$ cat src/rtl/multicycle_ctrl.sv
// -----------------------------------------------------------------------------
// multicycle_ctrl
//   Control sequencer for the multicycle i281 CPU. Steps each instruction
//   through FETCH / DECODE / EXEC / MEM / WB and issues the per-cycle strobes
//   that the datapath registers consume. A low run freezes the sequencer in
//   lock-step with the PC register.
//
// Parameters
//   CNT_W        width of the retired-instruction counter
//
// Ports
//   clock        system clock, rising edge
//   reset        synchronous active-low reset (overrides run)
//   run          global enable; 0 freezes state, counter and all strobes
//   opcode       IR[15:12], valid from DECODE onward
//   cond         IR[9:8], branch condition field
//   flag_z/n/c/o zero / negative / carry / overflow flags
//   ir_load      load IR from instruction memory at current PC (FETCH)
//   reg_write    register-file write enable (WB)
//   flags_write  flag register write enable (EXEC)
//   dmem_write   data-memory write enable (MEM)
//   c3           PC load strobe, asserted once per instruction in WB
//   pc_sel       next-PC select: 0 = PC+1, 1 = PC+1+offset
//   state        current state encoding
//   instr_count  retired instructions, wraps modulo 2^CNT_W
// -----------------------------------------------------------------------------
module multicycle_ctrl #(
    parameter int CNT_W = 16
) (
    input  logic             clock,
    input  logic             reset,
    input  logic             run,
    input  logic [3:0]       opcode,
    input  logic [1:0]       cond,
    input  logic             flag_z,
    input  logic             flag_n,
    input  logic             flag_c,
    input  logic             flag_o,
    output logic             ir_load,
    output logic             reg_write,
    output logic             flags_write,
    output logic             dmem_write,
    output logic             c3,
    output logic             pc_sel,
    output logic [2:0]       state,
    output logic [CNT_W-1:0] instr_count
);

    typedef enum logic [2:0] {
        FETCH  = 3'd0,
        DECODE = 3'd1,
        EXEC   = 3'd2,
        MEM    = 3'd3,
        WB     = 3'd4
    } state_t;

    state_t state_q;
    state_t state_d;
    logic   active;

    // Opcodes 0x8..0xB are the load/store class that needs a MEM cycle.
    function automatic logic is_mem_op(input logic [3:0] op);
        return (op[3:2] == 2'b10);
    endfunction

    // NOOP, JUMP and BRANCH skip EXEC and MEM entirely.
    function automatic logic is_short_op(input logic [3:0] op);
        return (op == 4'h0) || (op == 4'hE) || (op == 4'hF);
    endfunction

    function automatic logic is_flag_op(input logic [3:0] op);
        return (op inside {4'h4, 4'h5, 4'h6, 4'h7, 4'hC, 4'hD});
    endfunction

    function automatic logic is_reg_op(input logic [3:0] op);
        return (op inside {4'h1, 4'h2, 4'h3, 4'h4, 4'h5, 4'h6,
                           4'h7, 4'h8, 4'h9, 4'hC});
    endfunction

    function automatic logic branch_taken(input logic [1:0] c,
                                          input logic       z,
                                          input logic       n,
                                          input logic       cy,
                                          input logic       o);
        logic t;
        case (c)
            2'b00:   t = cy;
            2'b01:   t = z;
            2'b10:   t = !z && (n == o);
            default: t = (n == o);
        endcase
        return t;
    endfunction

    assign active = run && reset;
    assign state  = state_q;

    always_ff @(posedge clock) begin
        if (!reset) begin
            state_q     <= FETCH;
            instr_count <= '0;
        end else if (run) begin
            state_q <= state_d;
            if (state_q == WB)
                instr_count <= instr_count + {{(CNT_W-1){1'b0}}, 1'b1};
        end
    end

    // Strobes are gated by active so a frozen or resetting cycle never
    // fires a datapath write; the held state replays them once run returns.
    always_comb begin
        state_d     = FETCH;
        ir_load     = 1'b0;
        reg_write   = 1'b0;
        flags_write = 1'b0;
        dmem_write  = 1'b0;
        c3          = 1'b0;
        pc_sel      = 1'b0;
        case (state_q)
            FETCH: begin
                ir_load = active;
                state_d = DECODE;
            end
            DECODE: begin
                state_d = is_short_op(opcode) ? WB : EXEC;
            end
            EXEC: begin
                flags_write = active && is_flag_op(opcode);
                state_d     = is_mem_op(opcode) ? MEM : WB;
            end
            MEM: begin
                dmem_write = active && (opcode == 4'hA || opcode == 4'hB);
                state_d    = WB;
            end
            WB: begin
                c3        = active;
                reg_write = active && is_reg_op(opcode);
                pc_sel    = active && ((opcode == 4'hE) ||
                            (opcode == 4'hF &&
                             branch_taken(cond, flag_z, flag_n, flag_c, flag_o)));
                state_d   = FETCH;
            end
            default: begin
                // Illegal codes 5..7 recover to FETCH with no strobes.
                state_d = FETCH;
            end
        endcase
    end

endmodule

$ cat config.mk
export PLATFORM = sky130hd
export DESIGN_NAME = multicycle_ctrl
export DESIGN_NICKNAME = d
export VERILOG_FILES = /design/src/rtl/multicycle_ctrl.sv
export SDC_FILE = /design/constraint.sdc
export NUM_CORES = 1
export LEC_CHECK = 0
export CORE_MARGIN = 5
export CORE_UTILIZATION = 44
export CTS_CLUSTER_SIZE = 30
export DETAILED_ROUTE_END_ITERATION = 16
export GPL_ROUTABILITY_DRIVEN = 0
export GPL_TIMING_DRIVEN = 0
export PLACE_DENSITY = 0.77
export SLEW_MARGIN = 40
export SYNTH_ARGS = -nofsm -noshare
export SYNTH_HDL_FRONTEND = slang
export SYNTH_SLANG_ARGS = --single-unit
$ cat constraint.sdc
create_clock -name clock -period 1.65 [get_ports clock]
set_clock_uncertainty 0.05 [all_clocks]
set_input_delay 0.33 -clock clock [delete_from_list [all_inputs] [get_ports clock]]
set_output_delay 0.33 -clock clock [all_outputs]
set_load 0.05 [all_outputs]
== Yosys cells after proc, flatten, opt, wreduce, memory -nomap -nowiden ==
Cells that the tools add are included.
Widths: inputs -> output; s select.

* Add/sub/neg operators: 1
* Equality and inequality tests: 23
* Multiplexer cells: 11
* Reduce and logical (&&, ||, !) cells: 18

{| class="wikitable"
|+ Operators by type and width
! operator !! count
|-
| $eq 4x4->1 const B || 8
|-
| $add 16x1->16 const B || 1
|-
| $eq 4x3->1 const B || 4
|-
| $pmux 3 s4 || 1
|-
| $reduce_bool 10->1 || 1
|-
| $eq 4x2->1 const B || 2
|-
| $logic_and 1x1->1 || 7
|-
| $mux 1 || 7
|-
| $eq 3x2->1 const B || 2
|-
| $mux 3 || 2
|-
| $reduce_bool 6->1 || 1
|-
| $eq 2x2->1 const B || 2
|-
| $eq 4x1->1 const B || 1
|-
| $logic_not 4->1 || 1
|-
| $logic_or 1x1->1 || 4
|-
| $eq 3x1->1 const B || 1
|-
| $eq 3x3->1 const B || 1
|-
| $logic_not 3->1 || 1
|-
| $pmux 1 s3 || 1
|-
| $eq 2x1->1 const B || 1
|-
| $logic_not 2->1 || 1
|-
| $reduce_and 2->1 || 1
|-
| $eq 1x1->1 || 1
|-
| $logic_not 1->1 || 1
|}

* Register bits after elaboration: 19
* Input port bits: 13
* Output and inout port bits: 25
* Word-level logic and storage cells: 55

== Longest topological paths before layout ==
Gate-level depths: netlist of the first run.

* Word-level depth: 8
* Gate-level depth with buffers: 6

== Least setup slack after synthesis of the first run ==
No wires, ideal clock.

* Path type: register to output
* Start point: register state_q[0] (netlist: state[0])
* End point: output flags_write
* Arrival: 3.316 ns
* Required time: 1.270 ns
* Setup slack: -2.046 ns
* Stages on the path, launching flop included: 4
* Buffers on the path: 1
* Path through: dfxtp_1 -> buf_6 -> nand2b_1 -> a2111oi_0

* Longest elaborated chain between the ends: 2

{| class="wikitable"
|+ Ends and longest elaborated chain
! what !! RTL line !! RTL
|-
| start: declaration || 57 || <nowiki>state_t state_q;</nowiki>
|-
| start signal: assignment || 103 || <nowiki>state_q <= state_d;</nowiki>
|-
| $eq 3x2->1 || 119 || <nowiki>case (state_q)</nowiki>
|-
| $mux 1 || 119 ||
|-
| end: declaration || 41 || <nowiki>output logic flags_write,</nowiki>
|}

No other way between the ends.

== Final worst setup path of the first run ==
* Start point: input flag_o
* End point: output pc_sel

* Longest elaborated chain between the ends: 8

{| class="wikitable"
|+ Ends and longest elaborated chain
! what !! RTL line !! RTL
|-
| start: declaration || 38 || <nowiki>input logic flag_o,</nowiki>
|-
| $eq 1x1->1 * || 89, 90 ||
|-
| $logic_and 1x1->1 || 89 || <nowiki>2'b10: t = !z && (n == o);</nowiki>
|-
| $pmux 1 s3 * || 86 || <nowiki>case (c)</nowiki>
|-
| $mux 1 * || 119 ||
|-
| $logic_and 1x1->1 * || 139 || <nowiki>(opcode == 4'hF &&</nowiki>
|-
| $logic_or 1x1->1 * || 138 || <nowiki>pc_sel = active && ((opcode == 4'hE) ||</nowiki>
|-
| $logic_and 1x1->1 * || 138 ||
|-
| $mux 1 * || 119 ||
|-
| end: declaration || 44 || <nowiki>output logic pc_sel,</nowiki>
|}

Every way passes the cells marked *; elsewhere a longest branch is shown, timed or not. The select of a mux whose other input is x is not followed.

==> impl_metrics.toml, run 1 <==
[worst_hold_path]
min_path_type = "in2reg"
hold_end = "state[1]$_SDFFE_PN0P_"
worstHoldStart = "run"
min_path_cells = 2

[synth]
yosys_register_bits = 19
synth_flop_cell = "dfxtp_1"
synth_cells = 129
syn-num-nets = 143
synth.most_common_cell = "dfxtp_1"
avgSynthCellArea_um2 = 8.526
synth_top_area_cell = "dfxtp_1"
synth-edff-count = 0
ys_seq_area_share_pct = 34.58
async_flop_share_pct = 0
synth_top_area_share_pct = 34.58
yosysWarnings = 0
ys_top_cells_by_area = "dfxtp_1, xor2_1, nor2_1, nand2b_1, a21oi_1"
netlist_area_mm2 = 0.001100
synth.distinct_cells = 37
synthTopCellsByCount = "dfxtp_1, nor2_1, nand2_1"

[clock_network]
cts_tree = "yes"
clk_latency_ns = 0.31
cts_hold_buf = 0
path_clk_slew_ns = 0.12
cts-root-buf = "clkbuf_4"
htreeDepth = 1
clockBufferDepth = 2
cts_made_buffers = 3
cts_sinks = 19

[floorplan]
die_area_mm2 = 0.003599
start_util_pct = 45.22
dieHeight_um = 60.00
die_x_um = 60.00
core-area_mm2 = 0.002432
rows = 18
ios = 38

[job]
cap_violations = 0

[sta]
slew_viol_final = 0
rsz0062_at_grt = "true"
finalHoldViolations = 0
relSlewSlack_pct = 67.15
fmax_ghz = 0.5093
fin_crit_sh_pct = 119.0
finalSetupViolCount = 15
min_period_ns = 1.963
hold-worst-slack_ns = 0.3731
max_slew.worst_pin.slew_ns = 0.4947
final.setup.worst_slack_ns = -0.3134

[global_routing]
grt_max_degree = 12
grt_pass1_wl_mm = 4.981
overflow = 0
grt_pass1_vias = 1086
grt_use_total_pct = 18.53
grt_antenna_before_repair = 0

[layout]
design_area_mm2 = 0.001810
multi_input_area_um2 = 848.3
finalNonFillerCells = 209
nets = 194
area_delta_synth_final_pct = 64.62
fin_util_pct = 74.43
num_antenna_cells = 0
drive_gt1_share_pct = 41.34
regArea_um2 = 404.1
n_fill_cell = 180

[drt]
ant_nets = 0
routedWlPerCell_um = 15.44
dr.pass1.iters = 4
drt_iter0_drc = 26
num_vias = 1160
route.detailed.drc = 0
avgViaCountPerCell = 5.550
drt-total-wl_mm = 3.226

[placed_design]
dp.cells = 195
pre_cts_ws_ns = -1.073
dp_hpwl_mm = 2.189
place_area_mm2 = 0.001583
portBuffers = 36

[critical_path]
rr_startpoint = "state[0]$_SDFFE_PN0P_"
worstPathRequired_ns = 1.27
reg2reg_depth = 8
arrival_ns = 1.58
crit_path_end_kind = "output pin"
ff2ff_setup_slack_ns = -0.10
crit_fanout = 1
r2r-end = "instr_count[13]$_SDFFE_PN0P_"
path_class = "in2out"
worstSetupStartpointType = "primary input"

[power]
power_leakage_uw = 0.0007599
vdd_drop_max_v = 0.0004986
powerDensity_mw_per_mm2 = 517.4

[outcome]
violations = "setup timing"
outcome = "finished, violations left"
==> per-layer routing <==
metal	global-route usage [%]	wire [um]
met1	22.19	1302
met2	31.94	1706
met3	3.024	163
met4	8.544	54
met5	0	0
==> metrics by stage <==
stage          setup TNS, ns  total power, uW
6_report              -1.690            936.8
5_1_grt               -2.737            982.4
4_1_cts               -1.723            904.8
3_5_place_dp          -6.169            658.4
3_3_place_gp          -6.016            654.3
2_1_floorplan        -0.8885            588.6
==> power by group <==
group	switching, uW	leakage, uW	total (uW)	internal [uW]
sequential	9.70	0.000161	473	463
combinational	122	0.000581	220	98.2
clock	153	0.0000177	244	90.7
==> registers in the layout, summed over array words and instances, names as in the netlist <==
register	count
state	3
instr_count	16
==> cell usage in the layout, fill, tap and decap left out, types with 2 or more instances in the layout <==
cell type,instances
mux2i_1,4
dlygate4sd2_1,8
clkdlybuf4s50_1,7
dfxtp_4,3
buf_6,11
nor2_1,11
dfxtp_2,10
buf_4,4
a21oi_1,5
nand3_2,2
nand2_1,9
and3_1,3
a21oi_2,3
xnor2_1,4
o21ai_0,2
nor4_4,3
clkdlybuf4s15_1,6
xor2_1,7
or3_4,2
nor3_4,3
dfxtp_1,6
buf_8,3
inv_1,4
nand3_1,5
clkbuf_4,4
nand2b_1,5
nand4_1,5
clkbuf_2,8
==> critical path, stage by stage <==
cell and delay, ns:
clkdlybuf4s50_1 0.41, xor2_1 0.16, o21ai_1 0.15, o21ai_2 0.09
a211oi_4 0.25, buf_6 0.19
==> how the worst max path moves through the flow <==
stage	start	end	slack, ns	depth (start not counted)
final	flag_o	pc_sel	-0.31	6
after global routing	flag_z	pc_sel	-0.39	6
after CTS	state[0]$_SDFFE_PN0P_	pc_sel	-0.33	6
after detailed placement	reset	pc_sel	-1.07	5
after global placement	reset	pc_sel	-1.06	5
after floorplan	state[0]$_SDFFE_PN0P_	pc_sel	-0.23	5
==> final cells by class <==
type	instances	share of cell area [%]
inverter	5	1.037
timing repair buffer	47	24.67
clock inverter	1	0.2764
tap	30	2.073
buffer	4	1.520
clock buffer	3	1.244
multi-input combinational	100	46.86
sequential	19	22.32
==> cells by family (layout without fill, tap and decap cells) <==
family | after synthesis | in the layout | synth area share [%]
buffers and inverters | 10 | 60 | 4.892
flip-flops | 19 | 19 | 34.58
AND/OR/NAND/NOR | 64 | 64 | 35.27
AO/OA/AOI/OAI | 19 | 19 | 10.69
XOR/XNOR | 11 | 11 | 8.760
multiplexers | 5 | 5 | 4.664
adder cells (fa/ha/maj) | 1 | 1 | 1.137
==> repair_timing <==
action,CTS,global route
pin swaps,5,10
resized for setup,81,45
endpoints found under the setup margin,25,22
buffers inserted,2,9
(Power assumes the default switching activity.)
==> inputs of run 2 (changes only) <==
--- a/config.mk
+++ b/config.mk
@@ -6,12 +6,12 @@
 export NUM_CORES = 1
 export LEC_CHECK = 0
 export CORE_MARGIN = 5
-export CORE_UTILIZATION = 44
+export CORE_UTILIZATION = 40
 export CTS_CLUSTER_SIZE = 30
 export DETAILED_ROUTE_END_ITERATION = 16
 export GPL_ROUTABILITY_DRIVEN = 0
 export GPL_TIMING_DRIVEN = 0
-export PLACE_DENSITY = 0.77
+export PLACE_DENSITY = 0.71
 export SLEW_MARGIN = 40
 export SYNTH_ARGS = -nofsm -noshare
 export SYNTH_HDL_FRONTEND = slang
==> impl_metrics.toml, run 2 (synthesis gave the netlist of run 1 again) <==
[sta]
finalHoldViolations = 0
min_period_ns = 1.812
rsz0062_at_grt = "true"
fmax_ghz = 0.5520
relSlewSlack_pct = 66.81
slew_viol_final = 0
tns_ns = -0.4318
fin_crit_sh_pct = 109.8
hold-worst-slack_ns = 0.3535
final.setup.worst_slack_ns = -0.1615
max_slew.worst_pin.slew_ns = 0.4999
finalSetupViolCount = 5

[clock_network]
cts_made_buffers = 3
htreeDepth = 1
cts_hold_buf = 0
cts-root-buf = "clkbuf_4"
path_clk_slew_ns = 0.10
clk_latency_ns = 0.29
cts_tree = "yes"
clockBufferDepth = 2
cts_sinks = 19

[layout]
design_area_mm2 = 0.001730
fin_util_pct = 64.42
layout_common_cells = "dlygate4sd2_1, nor2_1, dfxtp_2"
largest-register = "instr_count"
n_fill_cell = 240
num_antenna_cells = 0
area_delta_synth_final_pct = 57.34
largest_register_ffs = 16
final_common_cell = "dlygate4sd2_1"
drive_gt1_share_pct = 33.33
nets = 189

[power]
comb_power_share_pct = 20.8
p_int_uw = 635.0
power_leakage_uw = 0.0008003
p_clk_share_pct = 26.2
pwr-share-seq_pct = 52.9
powerDensity_mw_per_mm2 = 516.2
power.switching_uw = 258.2
fin_total_pwr_uw = 893.2
swShare_pct = 28.91
vdd_drop_max_v = 0.0003350

[drt]
routedWlPerCell_um = 13.71
route.detailed.drc = 0
dr.pass1.iters = 4
drt-total-wl_mm = 2.810
drt_iter0_drc = 17
ant_nets = 0
avgViaCountPerCell = 5.410
num_vias = 1109

[placed_design]
dp_hpwl_mm = 2.035
portBuffers = 36
place_area_mm2 = 0.001584

[global_routing]
grt_pass1_vias = 1079
grt_antenna_before_repair = 0
grt_max_degree = 11
grt_use_total_pct = 14.18
grt_pass1_wl_mm = 4.698
overflow = 0

[critical_path]
crit_path_end_kind = "output pin"
path_class = "reg2out"
arrival_ns = 1.43
crit_fanout = 5
worstSetupStartpointType = "register"
worstPathRequired_ns = 1.27

[outcome]
violations = "setup timing"
outcome = "finished, violations left"

[floorplan]
ios = 38
start_util_pct = 40.94
core-area_mm2 = 0.002686
die_x_um = 62.44
dieHeight_um = 62.44
die_area_mm2 = 0.003898
rows = 19

[worst_hold_path]
min_path_type = "in2reg"

[job]
cap_violations = 0
run 2: worst paths after layout:
kind	from	to	slack (ns)	cells past startpoint
min reg2reg	instr_count[15]$_SDFFE_PN0P_	instr_count[15]$_SDFFE_PN0P_	0.43	2
max	state[0]$_SDFFE_PN0P_	pc_sel	-0.16	4
max reg2reg	state[0]$_SDFFE_PN0P_	instr_count[9]$_SDFFE_PN0P_	0.01	5
min	run	state[1]$_SDFFE_PN0P_	0.35	2
run 2: final cells by class:
| cell class | instances | area [um2] | share of cell area [%] |
|---|---|---|---|
| Clock buffer | 4 | 26.28 | 1.518 |
| Buffer | 3 | 20.02 | 1.157 |
| Sequential cell | 19 | 404.1 | 23.36 |
| Tap cell | 31 | 38.79 | 2.242 |
| Timing Repair Buffer | 43 | 415.4 | 24.01 |
| Multi-Input combinational cell | 100 | 807.0 | 46.64 |
| Inverter | 5 | 18.77 | 1.085 |
run 2: power groups by stage:
stage / sequential (uW) / combinational [uW] / clock [uW]
finish: 473 / 186 / 234
global route: 476 / 201 / 259
CTS: 472 / 182 / 240
detailed placement: 482 / 174 / 0
global placement: 482 / 173 / 0
floorplan: 502 / 86.7 / 0
run 2: per-stage QoR:
step	cells	worst slack, ns
floorplan	129	-0.2251
global placement	196	-1.050
detailed placement	196	-1.052
CTS	202	-0.3181
global route	205	-0.2312
finish	205	-0.1615
run 2: repair_timing:
action	4_1_cts	5_1_grt
buffers inserted	2	5
pin swaps	4	13
endpoints found under the setup margin	25	17
resized for setup	78	29
cloned	0	0
run 2: metal layers:
metal | wire length [um] | up-vias | GRT usage, % | share of wire, %
li1 | - | 549 | - | -
met1 | 1182 | 520 | 16.72 | 42
met2 | 1438 | 38 | 24.61 | 51
met3 | 155 | 2 | 2.518 | 5.5
met4 | 34 | 0 | 6.631 | 1.2
met5 | 0 | - | 0 | 0
run 2: critical path: stages (launching register included):
cell and delay, ns:
dfxtp_4 0.37, and4bb_2 0.34, nand2_4 0.08, a211oi_4 0.16, buf_6 0.19
==> inputs of run 3 (changes only) <==
--- a/config.mk
+++ b/config.mk
@@ -9,7 +9,6 @@
 export CORE_UTILIZATION = 40
 export CTS_CLUSTER_SIZE = 30
 export DETAILED_ROUTE_END_ITERATION = 16
-export GPL_ROUTABILITY_DRIVEN = 0
 export GPL_TIMING_DRIVEN = 0
 export PLACE_DENSITY = 0.71
 export SLEW_MARGIN = 40
==> results of run 3 <==
The final DEF is identical to that of run 2; final timing and power are the same.
